`src/rtl/pc_gen.sv`:
```
// Program-counter generator: sequential / ALU / trap / exception-return sources,
// misaligned-target trapping, and a one-entry redirect buffer that covers stalls.
module pc_gen #(
  parameter int unsigned      XLEN      = 32,
  parameter logic [XLEN-1:0]  RESET_VEC = '0
) (
  input  logic            clk,
  input  logic            rst_n,
  input  logic            stall_i,
  input  logic [1:0]      sel_i,
  input  logic [XLEN-1:0] alu_tgt_i,
  input  logic [XLEN-1:0] trap_vec_i,
  input  logic [XLEN-1:0] epc_i,
  output logic [XLEN-1:0] pc_o,
  output logic [XLEN-1:0] pc_four_o,
  output logic            misalign_o,
  output logic [XLEN-1:0] bad_addr_o,
  output logic            pend_o
);

  localparam logic [0:0] RUN  = 1'b0;
  localparam logic [0:0] HOLD = 1'b1;

  localparam logic [1:0] SEL_SEQ  = 2'b00;
  localparam logic [1:0] SEL_ALU  = 2'b01;
  localparam logic [1:0] SEL_TRAP = 2'b10;
  localparam logic [1:0] SEL_EPC  = 2'b11;

  logic [0:0]      state_q, state_d;
  logic [XLEN-1:0] pc_q, pc_d;
  logic [XLEN-1:0] bad_q, bad_d;
  logic            mis_q, mis_d;
  logic [XLEN-1:0] buf_tgt_q, buf_tgt_d;
  logic            buf_trap_q, buf_trap_d;
  logic            buf_mis_q, buf_mis_d;

  // Source decode: raw target, misalignment check and trap substitution
  logic [XLEN-1:0] trap_eff;
  logic [XLEN-1:0] raw_tgt;
  logic            raw_mis;
  logic            redirect;
  logic [XLEN-1:0] new_tgt;
  logic            new_trap;

  always_comb begin
    trap_eff = {trap_vec_i[XLEN-1:2], 2'b00};
    raw_tgt  = (sel_i == SEL_ALU) ? alu_tgt_i : epc_i;
    raw_mis  = ((sel_i == SEL_ALU) || (sel_i == SEL_EPC)) && (raw_tgt[1:0] != 2'b00);
    redirect = (sel_i != SEL_SEQ);
    new_trap = (sel_i == SEL_TRAP) || raw_mis;
    new_tgt  = new_trap ? trap_eff : raw_tgt;
  end

  // Next-state and registered-output logic
  always_comb begin
    state_d    = state_q;
    pc_d       = pc_q;
    bad_d      = bad_q;
    mis_d      = 1'b0;
    buf_tgt_d  = buf_tgt_q;
    buf_trap_d = buf_trap_q;
    buf_mis_d  = buf_mis_q;

    case (state_q)
      RUN: begin
        if (!stall_i) begin
          pc_d  = redirect ? new_tgt : pc_q + XLEN'(4);
          mis_d = raw_mis;
          if (raw_mis) bad_d = raw_tgt;
        end else if (redirect) begin
          buf_tgt_d  = new_tgt;
          buf_trap_d = new_trap;
          buf_mis_d  = raw_mis;
          if (raw_mis) bad_d = raw_tgt;
          state_d = HOLD;
        end
      end
      HOLD: begin
        if (!stall_i) begin
          // A trap arriving on the release cycle pre-empts the buffered target
          if (sel_i == SEL_TRAP) begin
            pc_d = trap_eff;
          end else begin
            pc_d  = buf_tgt_q;
            mis_d = buf_mis_q;
          end
          buf_tgt_d  = '0;
          buf_trap_d = 1'b0;
          buf_mis_d  = 1'b0;
          state_d    = RUN;
        end else if (redirect && (new_trap || !buf_trap_q)) begin
          buf_tgt_d  = new_tgt;
          buf_trap_d = new_trap;
          buf_mis_d  = raw_mis;
          if (raw_mis) bad_d = raw_tgt;
        end
      end
      default: state_d = RUN;
    endcase
  end

  always_ff @(posedge clk or negedge rst_n) begin
    if (!rst_n) begin
      state_q    <= RUN;
      pc_q       <= RESET_VEC;
      bad_q      <= '0;
      mis_q      <= 1'b0;
      buf_tgt_q  <= '0;
      buf_trap_q <= 1'b0;
      buf_mis_q  <= 1'b0;
    end else begin
      state_q    <= state_d;
      pc_q       <= pc_d;
      bad_q      <= bad_d;
      mis_q      <= mis_d;
      buf_tgt_q  <= buf_tgt_d;
      buf_trap_q <= buf_trap_d;
      buf_mis_q  <= buf_mis_d;
    end
  end

  assign pc_o       = pc_q;
  assign pc_four_o  = pc_q + XLEN'(4);
  assign misalign_o = mis_q;
  assign bad_addr_o = bad_q;
  assign pend_o     = (state_q == HOLD);

endmodule

```
`config.mk`:
```
export PLATFORM = sky130hd
export DESIGN_NAME = pc_gen
export DESIGN_NICKNAME = d
export VERILOG_FILES = /design/src/rtl/pc_gen.sv
export SDC_FILE = /design/constraint.sdc
export NUM_CORES = 1
export LEC_CHECK = 0
export BUFFER_PORTS_ARGS = -buffer_cell sky130_fd_sc_hd__buf_2
export CAP_MARGIN = 15
export CORE_ASPECT_RATIO = 1.2
export CORE_MARGIN = 4
export CORE_UTILIZATION = 51
export CTS_CLUSTER_DIAMETER = 150
export DETAILED_ROUTE_END_ITERATION = 16
export PLACE_DENSITY = 0.78
export SYNTH_ARGS = -nofsm -noshare
export SYNTH_HDL_FRONTEND = slang
export SYNTH_SLANG_ARGS = --single-unit
export TNS_END_PERCENT = 50
```
`constraint.sdc`:
```
create_clock -name clk -period 2.45 [get_ports clk]
set_input_delay 0.49 -clock clk [delete_from_list [all_inputs] [get_ports clk]]
set_output_delay 0.49 -clock clk [all_outputs]
set_load 0.03 [all_outputs]
```
==> metrics.cfg, run 1 <==
[run_status]
outcome=finished, violations left
violations=negative setup slack

[yosys]
synth_nets=733
synth_top_area_frac=0.421
synth-main-ff-cell=dfrtp_1
syn-cell-area_um2=5940
synth_area_leader_cell=dfrtp_1
avgSynthCellArea_um2=9.41
synth_top_cells_by_area=dfrtp_1 42%, mux2i_1 9.3%, a21oi_1 4.2%
synthArstFlopShare=1.00
ys_types=61
synth_common_cells=100 x dfrtp_1, 55 x mux2i_1, 55 x nor2_1
yosys.cell_count.top_type=dfrtp_1
netlist_instances=631
yosysSeqAreaShare=0.421
synth_edf_count=0
ys_ff_latch=100
yosys_warnings=0

[critical_path]
crit_fanout=3
required_ns=1.96
r2r-start=pc_o[3]
cp-end-kind=output pin
timing.rr.end=pc_o[30]
cp-start-kind=flip-flop
crit_type=flip-flop to output pin
reg2regPathDepth=9
regToRegSetupSlack_ns=0.33
arrival_ns=2.04

[route]
met2_length_um=10200
drcViolationCount=0
wl_met3_um=1270
top_layer=met5
via_count=5882
ant_nets=0
routed_via_density=5.76
wl_per_cell_um=18.8
wl_met1_um=7010
wl_um=19200
firstDrtPassIters=6
drt_first_iter_violations=432

[finish]
antennaDiodeCount=0
fin_area_um2=8070
fill_cells=858
regArea_um2=2510
syn_to_final_growth_pct=35.8
layout.cells.non_filler=1021
drive_gt1_frac=0.421
num-nets-final=964
multiInputGateArea_um2=3300

[sta]
whs_ns=0.157
hold_viol_final=0
rsz0062_at_grt=true
final.min_clock_period_ns=2.53
setup_ws_ns=-0.0833
setup_viol=10
worst_pin_slew_ns=0.645
skew_ns=0.0137
slew_viol_final=0
finalCritPeriodShare=1.03
max_freq_ghz=0.395
relSlewSlack=0.570

[clocking]
cts.reportedPaths.clkPinSlew_ns=0.07
clk-insertion-delay-late_ns=0.36
cts_tree=yes
clkSinkCount=100
cts_made_buffers=9
cts_buffer_depth=2
ctsHoldBuffers=0
cts_max_level=3
cts_root_buffer=clkbuf_16

[power_and_ir_drop]
power_leakage_nw=3.96
p_per_area_nw_per_um2=721
ir_drop_v=0.000395

[min_path]
hp-class=primary input to async pin

[placed_design]
portBuffers=196
place_inst=980
gp_congestion=0.864
place_area_um2=7280
dp_hpwl_um=14100

[die]
core_region_area_um2=11200
die_h_um=126
dieArea_um2=13400
initial_utilization=0.530
die_w_um=106
pin_count=199
rows=42

[global_route]
grt_usage=0.278
grt_max_degree=60
antenna_found_initial=2
grt_first_pass_wirelength_um=29700
grt-ovfl-total=0
grt_pass1_vias=5975

[run]
drv_cap=0

cells in the final DEF (no fill, tap or decap), types with 5 or more instances in the layout:
cell type | synthesis | layout
mux2i_1 | 55 | 55
mux2_2 | 18 | 18
dfrtp_1 | 100 | 91
nand4_1 | 8 | 8
clkbuf_16 | 0 | 9
xnor2_1 | 20 | 8
o21ai_0 | 35 | 35
a21oi_1 | 50 | 50
o21ai_1 | 31 | 30
nor2_1 | 55 | 53
and3_1 | 8 | 5
o211ai_1 | 7 | 7
dfrtp_2 | 0 | 9
buf_4 | 7 | 72
inv_1 | 15 | 13
nand3_1 | 36 | 32
xnor2_2 | 0 | 10
nand2_1 | 45 | 43
o221ai_1 | 12 | 12
a21o_1 | 12 | 12
xor2_1 | 8 | 7
buf_6 | 7 | 19
buf_2 | 12 | 176
area by class of cell:
type                    count  share of cell area
clock inverters             6             0.00652
repair buffers            271               0.213
multi-input cells         465               0.409
flip-flops and latches    100               0.312
well taps                 154              0.0239
inverters                  15             0.00698
clock buffers              10              0.0296
sequential cells by signal, indices dropped and copies added, names as in the netlist:
name and cells:
buf_tgt_q 32, misalign_o 1, bad_addr_o 32, buf_trap_q 1, pend_o 1, buf_mis_q 1, pc_o 32
critical path, stage by stage (launching register included):
cell and delay, ns:
dfrtp_2 0.43, nand3_4 0.11, or4_4 0.57, nor3b_2 0.20, xnor2_1 0.17, inv_1 0.08
buf_6 0.14
per-layer routing:
metal,vias up,GRT usage
li1,2738,-
met1,2832,0.309
met2,256,0.516
met3,52,0.0486
met4,4,0.117
met5,-,0
logic make-up after synthesis:
| family | Yosys count | share of synthesized area |
|---|---|---|
| compound gates | 176 | 0.182 |
| xor+xnor | 28 | 0.0413 |
| fa+ha+maj | 1 | 0.00211 |
| buf+inv | 66 | 0.0628 |
| flops | 100 | 0.421 |
| mux | 73 | 0.127 |
| simple gates | 187 | 0.163 |
repair_timing:
action | 4_1_cts | 5_1_grt
buffers inserted | 13 | 10
setup endpoints to repair | 18 | 19
cloned | 1 | 0
endpoints found under the hold margin | 0 | 0
pin swaps | 15 | 11
gates resized for setup | 56 | 23
stage by stage:
stage                     setup TNS [ns]  utilization  setup slack, ns  power (mW)
final                             -0.451        0.721          -0.0833        5.81
after global routing               -1.68        0.721           -0.177        6.07
after CTS                         -0.490        0.703          -0.0957        5.72
after detailed placement               0        0.650           0.0343        4.20
after global placement                 0        0.650           0.0495        4.14
after floorplan                   -0.263            -          -0.0718        3.46
worst max path at each step:
| stage | from | endpoint | slack, ns | cells after the start |
|---|---|---|---|---|
| after floorplan | pc_o[2] | pc_four_o[16] | -0.07 | 5 |
| after global placement | sel_i[1] | bad_addr_o[11] | 0.05 | 5 |
| after detailed placement | sel_i[1] | bad_addr_o[17] | 0.03 | 5 |
| after CTS | pc_o[2] | pc_four_o[25] | -0.1 | 6 |
| after global routing | pc_o[3] | pc_four_o[25] | -0.18 | 6 |
| final | pc_o[3] | pc_four_o[25] | -0.08 | 6 |
where the power goes:
part | internal [mW] | switching, mW | leakage (nW)
Clock | 0.736 | 0.679 | 0.138
Combinational | 0.857 | 1.38 | 2.62
Sequential | 1.92 | 0.239 | 1.20
Total | 3.51 | 2.30 | 3.96
Note: power is estimated with default switching activity, not from simulation.
==> run 2: changes to the inputs <==
- RECOVER_POWER: unset -> 50
==> metrics.cfg, run 2 (synthesis gave the netlist of run 1 again) <==
[global_route]
grt_first_pass_wirelength_um=29700
grt_pass1_vias=5975
antenna_found_initial=2
grt-ovfl-total=0
grt_usage=0.278
grt_max_degree=60

[critical_path]
crit_fanout=3
crit_path_cell_trace=nand3_4 > or4_4 > nor3b_2 > xnor2_1 > inv_1 > buf_6
reg2regPathDepth=7
required_ns=1.96
crit_type=flip-flop to output pin
cp-end-kind=output pin
regToRegSetupSlack_ns=0.32
arrival_ns=2.04
cpMaxStageDelayCell=or4_4
cp-start-kind=flip-flop
cpPeakStageDelay_ns=0.57

[clocking]
clk-insertion-delay-late_ns=0.36
clkSinkCount=100
cts_max_level=3
cts_root_buffer=clkbuf_16
cts_tree=yes
cts.reportedPaths.clkPinSlew_ns=0.07
cts_made_buffers=9
ctsHoldBuffers=0
cts_buffer_depth=2

[route]
firstDrtPassIters=5
wl_met1_um=7030
wl_um=19200
met2_length_um=10200
drt_first_iter_violations=455
via_count=5894
top_layer=met5
ant_nets=0
routed_via_density=5.77
wl_met3_um=1230
wl_per_cell_um=18.8
drcViolationCount=0

[sta]
setup_ws_ns=-0.0823
relSlewSlack=0.185
hold_viol_final=0
rsz0062_at_grt=true
slew_viol_final=0
skew_ns=0.0144
setup_viol=10
whs_ns=0.383
max_freq_ghz=0.395
finalCritPeriodShare=1.03
final.min_clock_period_ns=2.53
worst_pin_slew_ns=1.22

[power_and_ir_drop]
power_leakage_nw=3.86
finalPower_mw=5.78
ir_drop_v=0.000397
p_per_area_nw_per_um2=724

[finish]
num-nets-final=964
antennaDiodeCount=0
regArea_um2=2510
drive_gt1_frac=0.377
fill_cells=891
syn_to_final_growth_pct=34.5
multiInputGateArea_um2=3290
final_cell_mix=142 x buf_2, 91 x dfrtp_1, 68 x buf_4
fin_area_um2=7990
layout_commonest_cell=buf_2

[min_path]
hp-class=primary input to async pin

[placed_design]
place_area_um2=7280
dp_hpwl_um=14100
portBuffers=196
gp_congestion=0.864

[run]
drv_cap=0

[die]
dieArea_um2=13400
initial_utilization=0.530
rows=42
pin_count=199
die_h_um=126
core_region_area_um2=11200
die_w_um=106

[run_status]
outcome=finished, violations left
violations=negative setup slack

## run 2: cell count changes in the layout (fill, tap and decap cells not counted)
cell,previous run,this run
buf_4,72,68
clkbuf_2,0,2
clkbuf_1,0,37
buf_12,4,3
nor2_4,2,1
nor2_1,53,54
buf_2,176,142
## run 2: layout make-up
| type | instances | area share |
|---|---|---|
| Multi-Input combinational cell | 465 | 0.412 |
| Clock buffer | 10 | 0.0299 |
| Tap cell | 154 | 0.0241 |
| Sequential cell | 100 | 0.315 |
| Inverter | 15 | 0.00705 |
| Clock inverter | 6 | 0.00658 |
| Timing Repair Buffer | 271 | 0.206 |
## run 2: through the flow
stage          utilization  setup WS (ns)  setup TNS, ns  std cells
6_report             0.714        -0.0823         -0.454       1021
5_1_grt              0.714         -0.177          -1.68       1021
4_1_cts              0.703        -0.0957         -0.490       1010
3_5_place_dp         0.650         0.0343              0        980
3_3_place_gp         0.650         0.0495              0        980
2_1_floorplan            -        -0.0718         -0.263        631
## run 2: final timing paths
kind | from | endpoint
worst max-delay path | pc_o[3] | pc_four_o[25]
worst min-delay path | rst_n | bad_addr_o[17]
worst max register to register | pend_o | pc_o[7]
worst min register to register | buf_tgt_q[5] | buf_tgt_q[5]
max in group asynchronous | rst_n | pc_o[14]
min in group clk | alu_tgt_i[5] | bad_addr_o[5]
## run 2: report_power, final
part	leakage (nW)	total [mW]	internal, mW	switching (mW)
clock	0.138	1.42	0.736	0.681
combinational	2.52	2.20	0.823	1.38
sequential	1.20	2.16	1.92	0.243
## run 2: routing by layer
layer | vias to the layer above | GRT usage
li1 | 2740 | -
met1 | 2840 | 0.309
met2 | 257 | 0.516
met3 | 53 | 0.0486
met4 | 4 | 0.117
met5 | - | 0
## run 2: worst max-delay path, delay by kind of cell (launching register included)
| kind | cells | cell delay [ns] |
|---|---|---|
| XOR/XNOR | 1 | 0.17 |
| flip-flops | 1 | 0.43 |
| AND/OR/NAND/NOR | 3 | 0.88 |
| buffers and inverters | 2 | 0.22 |
## run 2: what timing repair did
action	CTS	global route
pin swaps	15	11
buffers inserted	13	10
cloned	1	0
endpoints found under the setup margin	18	19
resized for setup	56	23
